File: src/rtl/uart_rx.sv
// uart_rx: receive half of the debug UART.
// Recovers 8N1-style frames (start 0, 8 data bits, >=1 stop bit 1) from an
// asynchronous serial line, sampling each bit at its midpoint on i_clk.
//
// Ports
//   i_clk          system clock
//   i_rst          asynchronous, active-high reset
//   i_uart_rx      serial line (idles high), asynchronous to i_clk
//   o_rx_data      last good byte, held until the next good frame
//   o_rx_valid     one-cycle pulse, o_rx_data valid in the same cycle
//   o_rx_frame_err one-cycle pulse when the stop bit samples low
//   o_rx_busy      high whenever the receiver is not idle
//
// state     | meaning
// ----------+-----------------------------------------------------------
// IDLE      | line idle, waiting for a low level on rx_s
// START     | counting to mid start bit to confirm it is not a glitch
// DATA      | sampling 8 data bits, one every BIT_CLKS cycles
// STOP      | sampling the stop bit; good -> valid, low -> frame error
// WAIT_HIGH | after a frame error, wait for the line to return high
module uart_rx #(
  parameter int CLOCK_FREQUENCY = 12_000_000,
  parameter int BAUD_RATE       = 115200,
  parameter bit MSB_FIRST       = 1'b1
) (
  input  logic       i_clk,
  input  logic       i_rst,
  input  logic       i_uart_rx,
  output logic [7:0] o_rx_data,
  output logic       o_rx_valid,
  output logic       o_rx_frame_err,
  output logic       o_rx_busy
);

  localparam int BIT_CLKS  = CLOCK_FREQUENCY / BAUD_RATE;
  localparam int HALF_CLKS = BIT_CLKS / 2;
  localparam int CW        = $clog2(BIT_CLKS) + 1;
  localparam logic [CW-1:0] BIT_LAST  = CW'(BIT_CLKS - 1);
  localparam logic [CW-1:0] HALF_LAST = CW'(HALF_CLKS - 1);

  if (BIT_CLKS < 4) begin : g_bad_cfg
    $error("uart_rx: CLOCK_FREQUENCY/BAUD_RATE must be at least 4");
  end

  typedef enum logic [2:0] {
    S_IDLE,
    S_START,
    S_DATA,
    S_STOP,
    S_WAIT_HIGH
  } state_t;

  state_t        state_q, state_d;
  logic [1:0]    sync_q, sync_d;
  logic [CW-1:0] cnt_q, cnt_d;
  logic [2:0]    idx_q, idx_d;
  logic [7:0]    shift_q, shift_d;
  logic [7:0]    data_q, data_d;
  logic          valid_q, valid_d;
  logic          err_q, err_d;
  logic          busy_q, busy_d;
  logic          rx_s;

  assign rx_s = sync_q[1];

  always_comb begin
    sync_d  = {sync_q[0], i_uart_rx};
    state_d = state_q;
    cnt_d   = cnt_q;
    idx_d   = idx_q;
    shift_d = shift_q;
    data_d  = data_q;
    valid_d = 1'b0;
    err_d   = 1'b0;

    case (state_q)
      S_IDLE: begin
        cnt_d = '0;
        if (!rx_s) state_d = S_START;
      end
      S_START: begin
        if (cnt_q == HALF_LAST) begin
          cnt_d = '0;
          idx_d = '0;
          // A high level at mid start bit means it was a glitch: drop it silently.
          state_d = rx_s ? S_IDLE : S_DATA;
        end else begin
          cnt_d = cnt_q + 1'b1;
        end
      end
      S_DATA: begin
        if (cnt_q == BIT_LAST) begin
          cnt_d = '0;
          if (MSB_FIRST) shift_d = {shift_q[6:0], rx_s};
          else           shift_d = {rx_s, shift_q[7:1]};
          if (idx_q == 3'd7) state_d = S_STOP;
          else               idx_d   = idx_q + 1'b1;
        end else begin
          cnt_d = cnt_q + 1'b1;
        end
      end
      S_STOP: begin
        if (cnt_q == BIT_LAST) begin
          cnt_d = '0;
          if (rx_s) begin
            data_d  = shift_q;
            valid_d = 1'b1;
            state_d = S_IDLE;
          end else begin
            err_d   = 1'b1;
            state_d = S_WAIT_HIGH;
          end
        end else begin
          cnt_d = cnt_q + 1'b1;
        end
      end
      S_WAIT_HIGH: begin
        // Holding here on a low line keeps a break from looking like new starts.
        cnt_d = '0;
        if (rx_s) state_d = S_IDLE;
      end
      default: begin
        cnt_d   = '0;
        state_d = S_IDLE;
      end
    endcase

    busy_d = (state_d != S_IDLE);
  end

  always_ff @(posedge i_clk or posedge i_rst) begin
    if (i_rst) begin
      sync_q  <= 2'b11;
      state_q <= S_IDLE;
      cnt_q   <= '0;
      idx_q   <= '0;
      shift_q <= '0;
      data_q  <= '0;
      valid_q <= 1'b0;
      err_q   <= 1'b0;
      busy_q  <= 1'b0;
    end else begin
      sync_q  <= sync_d;
      state_q <= state_d;
      cnt_q   <= cnt_d;
      idx_q   <= idx_d;
      shift_q <= shift_d;
      data_q  <= data_d;
      valid_q <= valid_d;
      err_q   <= err_d;
      busy_q  <= busy_d;
    end
  end

  assign o_rx_data      = data_q;
  assign o_rx_valid     = valid_q;
  assign o_rx_frame_err = err_q;
  assign o_rx_busy      = busy_q;

endmodule

File: config.mk
export PLATFORM = sky130hd
export DESIGN_NAME = uart_rx
export DESIGN_NICKNAME = d
export VERILOG_FILES = /design/src/rtl/uart_rx.sv
export SDC_FILE = /design/constraint.sdc
export NUM_CORES = 1
export LEC_CHECK = 0
export ABC_CLOCK_PERIOD_IN_PS = 4370
export BUFFER_PORTS_ARGS = -buffer_cell sky130_fd_sc_hd__buf_2
export CELL_PAD_IN_SITES_DETAIL_PLACEMENT = 1
export CELL_PAD_IN_SITES_GLOBAL_PLACEMENT = 1
export CORE_UTILIZATION = 35
export DETAILED_ROUTE_END_ITERATION = 10
export PLACE_DENSITY = 0.61
export SYNTH_ARGS = -nofsm -noshare
export SYNTH_HDL_FRONTEND = slang
export SYNTH_SLANG_ARGS = --single-unit
File: constraint.sdc
create_clock -name i_clk -period 4.37 [get_ports i_clk]
set_clock_uncertainty 0.15 [all_clocks]
set_input_delay 0.6555 -clock i_clk [delete_from_list [all_inputs] [get_ports i_clk]]
set_output_delay 0.6555 -clock i_clk [all_outputs]
set_load 0.005 [all_outputs]
# Yosys cells after proc, flatten, opt, wreduce, memory -nomap -nowiden
# Cells that the tools add are included.
# W data, S select, Z words.
dict set report classes {
  multipliers 0
  bitwise 0
  muxes 22
  addsub 2
  div 0
  n_eq_ne 10
  reduce_logical 7
  order_cmp 0
  shifts 0
}
# operator n
set ops {}
lappend ops {{$mux W3} 10}
lappend ops {{$mux W8} 2}
lappend ops {{$pmux W8 S2} 1}
lappend ops {{$pmux W3 S5} 1}
lappend ops {{$add A8 B1 Y8 const B} 1}
lappend ops {{$eq A8 B6 Y1 const B} 1}
lappend ops {{$eq A8 B7 Y1 const B} 1}
lappend ops {{$eq A3 B2 Y1 const B} 2}
lappend ops {{$eq A3 B3 Y1 const B} 2}
lappend ops {{$mux W1} 6}
lappend ops {{$ne A2 B2 Y1 const B} 3}
lappend ops {{$pmux W3 S2} 1}
lappend ops {{$reduce_and A4 Y1} 1}
lappend ops {{$add A3 B1 Y3 const B} 1}
lappend ops {{$eq A3 B1 Y1 const B} 1}
lappend ops {{$logic_not A3 Y1} 1}
lappend ops {{$reduce_and A3 Y1} 1}
lappend ops {{$reduce_bool A3 Y1} 1}
lappend ops {{$mux W2} 1}
lappend ops {{$reduce_and A2 Y1} 1}
lappend ops {{$reduce_bool A2 Y1} 1}
lappend ops {{$reduce_or A2 Y1} 1}
dict set report word_totals {
  ram_bits 0
  wordCells 50
  mem_bits_ro 0
  mem_count 0
  ff_bits 35
  latch_bits 0
}

# Longest topological paths before layout
# Gate-level depths: netlist of run 1.
dict set report depth {
  ltp_word 5
  mapped_depth 6
  depth_no_buf 5
}

# Worst setup path after synthesis of run 1
# OpenSTA, ideal clock, no wires.
dict set report synth_path {
  kind {register to register}
  startpoint {register cnt_q[0]}
  endpoint {register busy_q (netlist: o_rx_busy)}
  setup_ns 0.138
  setup_slack_ns 2.235
  arrival_time_ns 1.846
  synth_period_minus_slack_ns 2.135
  stages_incl_launch_ff 7
  path_cell_list {dfrtp_1 > ha_1 > and4bb_4 > and2_4 > buf_6 > a211o_1 > or4_1}
}
dict set report synth_via {
  elab_chain_cells 4
}
# item line
set synth_rtl {}
lappend synth_rtl {{start: declaration} 55} ;# logic [CW-1:0] cnt_q, cnt_d;
lappend synth_rtl {{start signal: assignment} 145} ;# cnt_q <= cnt_d;
lappend synth_rtl {{$eq A8 B7 Y1 or $eq A8 B6 Y1 (tied branches)} {92, 103, 82}}
lappend synth_rtl {{$mux W3 (on tied branches)} {103, 82, 92}}
lappend synth_rtl {{$pmux W3 S5 *} 76} ;# case (state_q)
lappend synth_rtl {{named net state_d[0]} 53} ;# state_t state_q, state_d;
lappend synth_rtl {{$reduce_bool A3 Y1 *} 128} ;# busy_d = (state_d != S_IDLE);
lappend synth_rtl {{named net busy_d} 61} ;# logic busy_q, busy_d;
lappend synth_rtl {{end signal: assignment} 151} ;# busy_q <= busy_d;
lappend synth_rtl {{end: declaration} 61}
# The timed path passes the listed nets; every way through them passes the cells marked *.
# A chain may end at the register's enable or synchronous reset.

# Worst setup path after layout of run 1
# Same ends and word-level chain as after synthesis.

==> out/metrics.csv, run 1 <==
metric,value,unit
outcome,finished clean,
Yosys warnings,0,
Die H,67.4,um
endpoints failing setup,0,
drt pass-1 iters,2,
Slew @ Worst Pin,0.588,ns
Mapped Nets,121,
Post-synth EDFFs,0,
clk slew on worst S/H paths,0.07,ns
Synth cell types,37,
Starting Density,0.369,
synthesized flop and latch total,35,
filler cell count,448,
post-place setup slack,2.22,ns
CTS max path bufs,2,
Post-Synthesis Cells,115,
CTS buffer count,5,
total number of vias,949,
DR iter-0 viols,34,
pins over their slew limit,0,
final worst path period share,0.488,
htree depth,2,
setup TNS,0,ns
Rel. slew slack,0.608,
worst skew pair latency,0.28,ns
Synth area leaders,"dfrtp_1 (55%), mux2_1 (12%), dfstp_2 (3.5%), ha_1 (2.5%), xnor2_1 (2.3%)",
Post-CTS Resized,0,
die width,67.4,um
Worst setup EP type,flip-flop,
Fin. Hold Viols,0,
P_sw,0.118,mW
Fmax achieved,469,MHz
GRT Util Overall,0.148,
leakage,0.885,nW
routability cong.,0.759,
Seq pwr share,0.571,
number of global-route vias before repair,952,
# nets final,139,
Setup crit start kind,flip-flop,
Clock power frac,0.415,
critical path required time,4.38,ns
dpl hpwl,1990,um
Yosys top cell by area,dfrtp_1,
Comb pwr share,0.014,
"Async S/R FF share, synth",1.00,
post-route ant nets,0,
worst min path class,reg -> reg,
vias per cell,5.16,
Ant. Diodes,0,
worst-case reg-to-reg path depth,5,
share of layout cells above drive strength 1,0.209,
RSZ-0062 raised after global routing,false,
synthesized area per cell,13.0,sq um
CP Class,reg -> reg,
Power Total,0.572,mW
ys flop type,dfrtp_1,
Peak VDD IR,0.131,mV
Int Power,0.454,mW
Worst EP arrival,2.14,ns
share of the synthesized area in the top cell type,0.551,
initial antenna violation count,0,
per-cell routed wire length,14.9,um
crit path time final,2.13,ns
"Seq/Total Area, Yosys",0.586,
number of max-cap violations,0,
power density over cell area,336,nW/um^2
cts hold-fix bufs,0,
gr ovfl total,0,
"Max FO, Critical Path",6,
PnR worst setup slack,2.24,ns
CTS tree,built,
footprint of the multi-input gates,593,sq um
synthesis-to-finish area growth,13.8,%
Site Rows,23,
port buffer count,13,
Root Driver,clkbuf_8,
DRC Markers,0,
Hold Path Depth,0,
TritonCTS Sinks,35,
Seq. cell area,878,sq um
# IOs,14,
Mapped Area,1500,sq um
largest net degree at the start of global routing,36,
sw frac,0.207,
r2r setup slk,2.24,ns
first-pass GRT wire length,4660,um
Die Area,4550,sq um
Core ar.,4060,sq um
drt total wl,2750,um
setup bufs post-CTS,0,
==> worst max-delay path, cell delays in order, from the launching register on <==
cell      delay [ns]
dfrtp_1         0.41
ha_1            0.26
and4bb_4        0.25
and2_4          0.16
a211o_1         0.27
or4_1           0.51
==> placed cells by master (no fill, tap or decap), drive strengths merged <==
cell type,n
ha,3
clkbuf,7
a22o,2
and4,1
and4bb,1
a211o,1
nand3,5
o41a,1
xor2,2
buf,14
a22oi,1
nor2b,3
clkinv,1
nand2,5
or4b,1
nand2b,1
nand4,1
nor3b,2
and3b,1
and2,1
or4,1
dfstp,2
a21oi,2
a211oi,1
nor4,2
dfrtp,33
inv,2
a311oi,1
and3,1
xnor2,4
or2,2
nor2,9
nor3,2
mux2,17
o41ai,1
==> stage by stage <==
step	hold WS [ns]	instances	util	area (sq um)
floorplan	0.195	115	-	1500
global placement	0.196	176	0.398	1610
detailed placement	0.200	176	0.398	1610
CTS	0.207	184	0.420	1710
global route	0.210	184	0.420	1710
finish	0.206	184	0.420	1710
==> power groups by stage <==
stage / logic [mW] / registers [mW] / clock network (mW)
4_1_cts: 0.00842 / 0.327 / 0.249
6_report: 0.00780 / 0.327 / 0.238
5_1_grt: 0.00926 / 0.327 / 0.261
3_3_place_gp: 0.00815 / 0.333 / 0
2_1_floorplan: 0.00578 / 0.332 / 0
3_5_place_dp: 0.00847 / 0.333 / 0
==> registers in the layout (all words and copies together) (netlist names) <==
| register | flops |
|---|---|
| o_rx_valid | 1 |
| state_q | 3 |
| sync_q | 2 |
| idx_q | 3 |
| o_rx_frame_err | 1 |
| o_rx_busy | 1 |
| shift_q | 8 |
| o_rx_data | 8 |
| cnt_q | 8 |
==> per-layer routing <==
layer,track usage,routed length [um],vias up
met5,0,0,-
met4,0.0878,45,0
met3,0.0557,97,4
met2,0.235,1370,15
met1,0.169,1240,484
li1,-,-,446
==> path summary, 6_finish.rpt <==
path,from,endpoint
worst min register to register,sync_q[0],sync_q[1]
worst min-delay path,sync_q[0],sync_q[1]
min in group asynchronous,i_rst,cnt_q[4]
max in group asynchronous,i_rst,sync_q[0]
worst max-delay path,cnt_q[0],o_rx_busy
worst max register to register,cnt_q[0],o_rx_busy
==> synth_stat cells, drive strengths merged (2+ instances only) <==
cell type / count
nor3: 2
or2: 2
dfstp: 2
mux2: 17
xnor2: 4
nor2b: 3
nand3: 5
buf: 3
inv: 2
a21oi: 2
a22o: 2
xor2: 2
ha: 3
nor4: 2
nand2: 5
nor2: 9
dfrtp: 33
nor3b: 2
==> area by class of cell <==
class | count | area share
inverter | 2 | 0.00440
clock buffer | 7 | 0.0506
multi-input combinational | 75 | 0.348
sequential | 35 | 0.515
clock inverter | 1 | 0.00293
timing repair buffer | 14 | 0.0426
tap | 50 | 0.0367
==> cell families after synthesis <==
| family | count (synthesis) | synth area share |
|---|---|---|
| AO/OA/AOI/OAI | 10 | 0.0534 |
| buffers and inverters | 5 | 0.0184 |
| flip-flops | 35 | 0.586 |
| adder cells (fa/ha/maj) | 3 | 0.0250 |
| AND/OR/NAND/NOR | 39 | 0.154 |
| multiplexers | 17 | 0.128 |
| XOR/XNOR | 6 | 0.0351 |
Power figures use the tool's default switching activity.
==> run 2, diff against run 1 <==
--- a/config.mk
+++ b/config.mk
@@ -5,13 +5,13 @@
 export SDC_FILE = /design/constraint.sdc
 export NUM_CORES = 1
 export LEC_CHECK = 0
-export ABC_CLOCK_PERIOD_IN_PS = 4370
+export ABC_CLOCK_PERIOD_IN_PS = 1900
 export BUFFER_PORTS_ARGS = -buffer_cell sky130_fd_sc_hd__buf_2
 export CELL_PAD_IN_SITES_DETAIL_PLACEMENT = 1
 export CELL_PAD_IN_SITES_GLOBAL_PLACEMENT = 1
 export CORE_UTILIZATION = 35
 export DETAILED_ROUTE_END_ITERATION = 10
-export PLACE_DENSITY = 0.61
+export PLACE_DENSITY = 0.64
 export SYNTH_ARGS = -nofsm -noshare
 export SYNTH_HDL_FRONTEND = slang
 export SYNTH_SLANG_ARGS = --single-unit
==> constraint.sdc (replaced) <==
create_clock -name i_clk -period 1.9 [get_ports i_clk]
set_clock_uncertainty 0.15 [all_clocks]
set_input_delay 0.285 -clock i_clk [delete_from_list [all_inputs] [get_ports i_clk]]
set_output_delay 0.285 -clock i_clk [all_outputs]
set_load 0.005 [all_outputs]
==> out/metrics.csv, run 2 (synthesized netlist as in run 1, its figures left out) <==
metric,value,unit,change
GRT Util Overall,0.161,,+0.0129
Hold Slack,0.206,ns,-0.000171 ns
gr ovfl total,0,,unchanged
dpl hpwl,2210,um,+11%
crit-path cells,ha_2 > and4bb_4 > and2_4 > a211o_1 > or4_1,,
busiest grt layer,met2,,
TritonCTS Sinks,35,,unchanged
RSZ-0062 raised after global routing,true,,
Setup crit start kind,flip-flop,,
post-layout util,0.473,,+0.0530
GR Util met3,0.0355,,-0.0203
post-route ant nets,0,,unchanged
Slew @ Worst Pin,0.445,ns,-0.143 ns
"slowest stage delay, CP",0.48,ns,-0.03 ns
initial antenna violation count,0,,unchanged
# nets final,163,,+17%
"Max FO, Critical Path",5,,-1
htree depth,2,,unchanged
post-place setup slack,-0.133,ns,-2.36 ns
Root Driver,clkbuf_8,,
DR iter-0 viols,55,,+62%
port buffer count,13,,unchanged
setup TNS,-0.118,ns,-0.118 ns
outcome,"complete, but fails checks",,
Worst EP arrival,2.00,ns,-0.14 ns
clk slew on worst S/H paths,0.07,ns,about the same
endpoints failing setup,3,,+3
drt pass-1 iters,2,,unchanged
first-pass GRT wire length,5230,um,+12%
DRC Markers,0,,unchanged
crit path time final,2.00,ns,-0.128 ns
CTS max path bufs,2,,unchanged
WP buf/inv,0,,unchanged
slowest CP cell,or4_1,,
pins over their slew limit,0,,unchanged
routability cong.,0.825,,+8.6%
Fmax achieved,499,MHz,+6.4%
CP Class,reg -> reg,,
die width,67.4,um,unchanged
per-cell routed wire length,14.9,um,about the same
total number of vias,1051,,+11%
PnR worst setup slack,-0.104,ns,-2.34 ns
synthesis-to-finish area growth,28.1,%,
# IOs,14,,unchanged
number of max-cap violations,0,,unchanged
Fin. Hold Viols,0,,unchanged
drt total wl,3090,um,+13%
power density over cell area,682,nW/um^2,+100%
Starting Density,0.369,,unchanged
Die Area,4550,sq um,unchanged
Final Cell Area,1920,sq um,+13%
final worst path period share,1.05,,+0.567
Peak VDD IR,0.281,mV,+110%
CTS buffer count,5,,unchanged
Rel. slew slack,0.703,,+0.0956
"commonest non-fill, non-tap cell in the layout",dfrtp_1,,
cell family with most CP delay,simple AND/OR/NAND/NOR gates,,
largest net degree at the start of global routing,36,,unchanged
Die H,67.4,um,unchanged
share of layout cells above drive strength 1,0.350,,+0.141
leakage,1.01,nW,+14%
met1 usage in global routing,0.185,,+0.0159
CTS tree,built,,
worst skew pair latency,0.28,ns,about the same
critical path required time,1.90,ns,-2.48 ns
Core ar.,4060,sq um,unchanged
met2 GRT Util,0.276,,+0.0413
violated checks,setup timing,,
Ant. Diodes,0,,unchanged
Site Rows,23,,unchanged
worst min path class,reg -> reg,,
placed instance area,1760,sq um,+8.8%
vias per cell,5.08,,-1.6%
number of global-route vias before repair,1099,,+15%
most frequent cells in the layout,"dfrtp_1 (33), buf_4 (21), mux2_1 (15)",,
Worst setup EP type,flip-flop,,
-- run 2: changes by cell type in the layout (fill, tap and decap cells not counted), sizes merged --
cell	before	now
buf	14	36
clkbuf	7	6
dlygate4sd3	0	2
-- run 2: report_power, final --
part	switching [mW]	internal, mW
combinational	0.0175	0.00729
clock	0.251	0.284
sequential	0.000802	0.749
-- run 2: final cells by class --
| type | count | area (sq um) |
|---|---|---|
| multi-input cells | 75 | 611 |
| clock buffers | 6 | 82.6 |
| fillers | 443 | 2140 |
| inverters | 2 | 7.51 |
| flip-flops and latches | 35 | 878 |
| clock inverters | 1 | 5.00 |
| well taps | 50 | 62.6 |
| repair buffers | 38 | 274 |
-- run 2: metrics by stage --
| stage | std cells | power (mW) |
|---|---|---|
| detailed placement | 193 | 0.787 |
| finish | 207 | 1.31 |
| global route | 207 | 1.37 |
| CTS | 205 | 1.33 |
| floorplan | 115 | 0.776 |
| global placement | 193 | 0.786 |
-- run 2: worst paths after layout --
check,from,to,slack (ns),cells past startpoint
setup / recovery,cnt_q[1],o_rx_busy,-0.10,5
hold / removal,sync_q[0],sync_q[1],0.21,0
setup reg to reg,cnt_q[1],o_rx_busy,-0.10,5
hold reg to reg,sync_q[0],sync_q[1],0.21,0
max in group asynchronous,i_rst,sync_q[1],0.77,4
min in group asynchronous,i_rst,o_rx_data[2],0.49,4
-- run 2: metal layers --
metal	up-vias	part of all wire
met4	0	0.020
met1	535	0.42
met5	-	0
met3	7	0.025
met2	13	0.54
li1	496	-
-- run 2: timing repair --
item                                    CTS  global route
endpoints found under the setup margin   12            20
resized for setup                         2             3
pin swaps                                 2             1
hold buffers                              2             0
hold endpoints to repair                 34             0
buffers inserted                          3             2
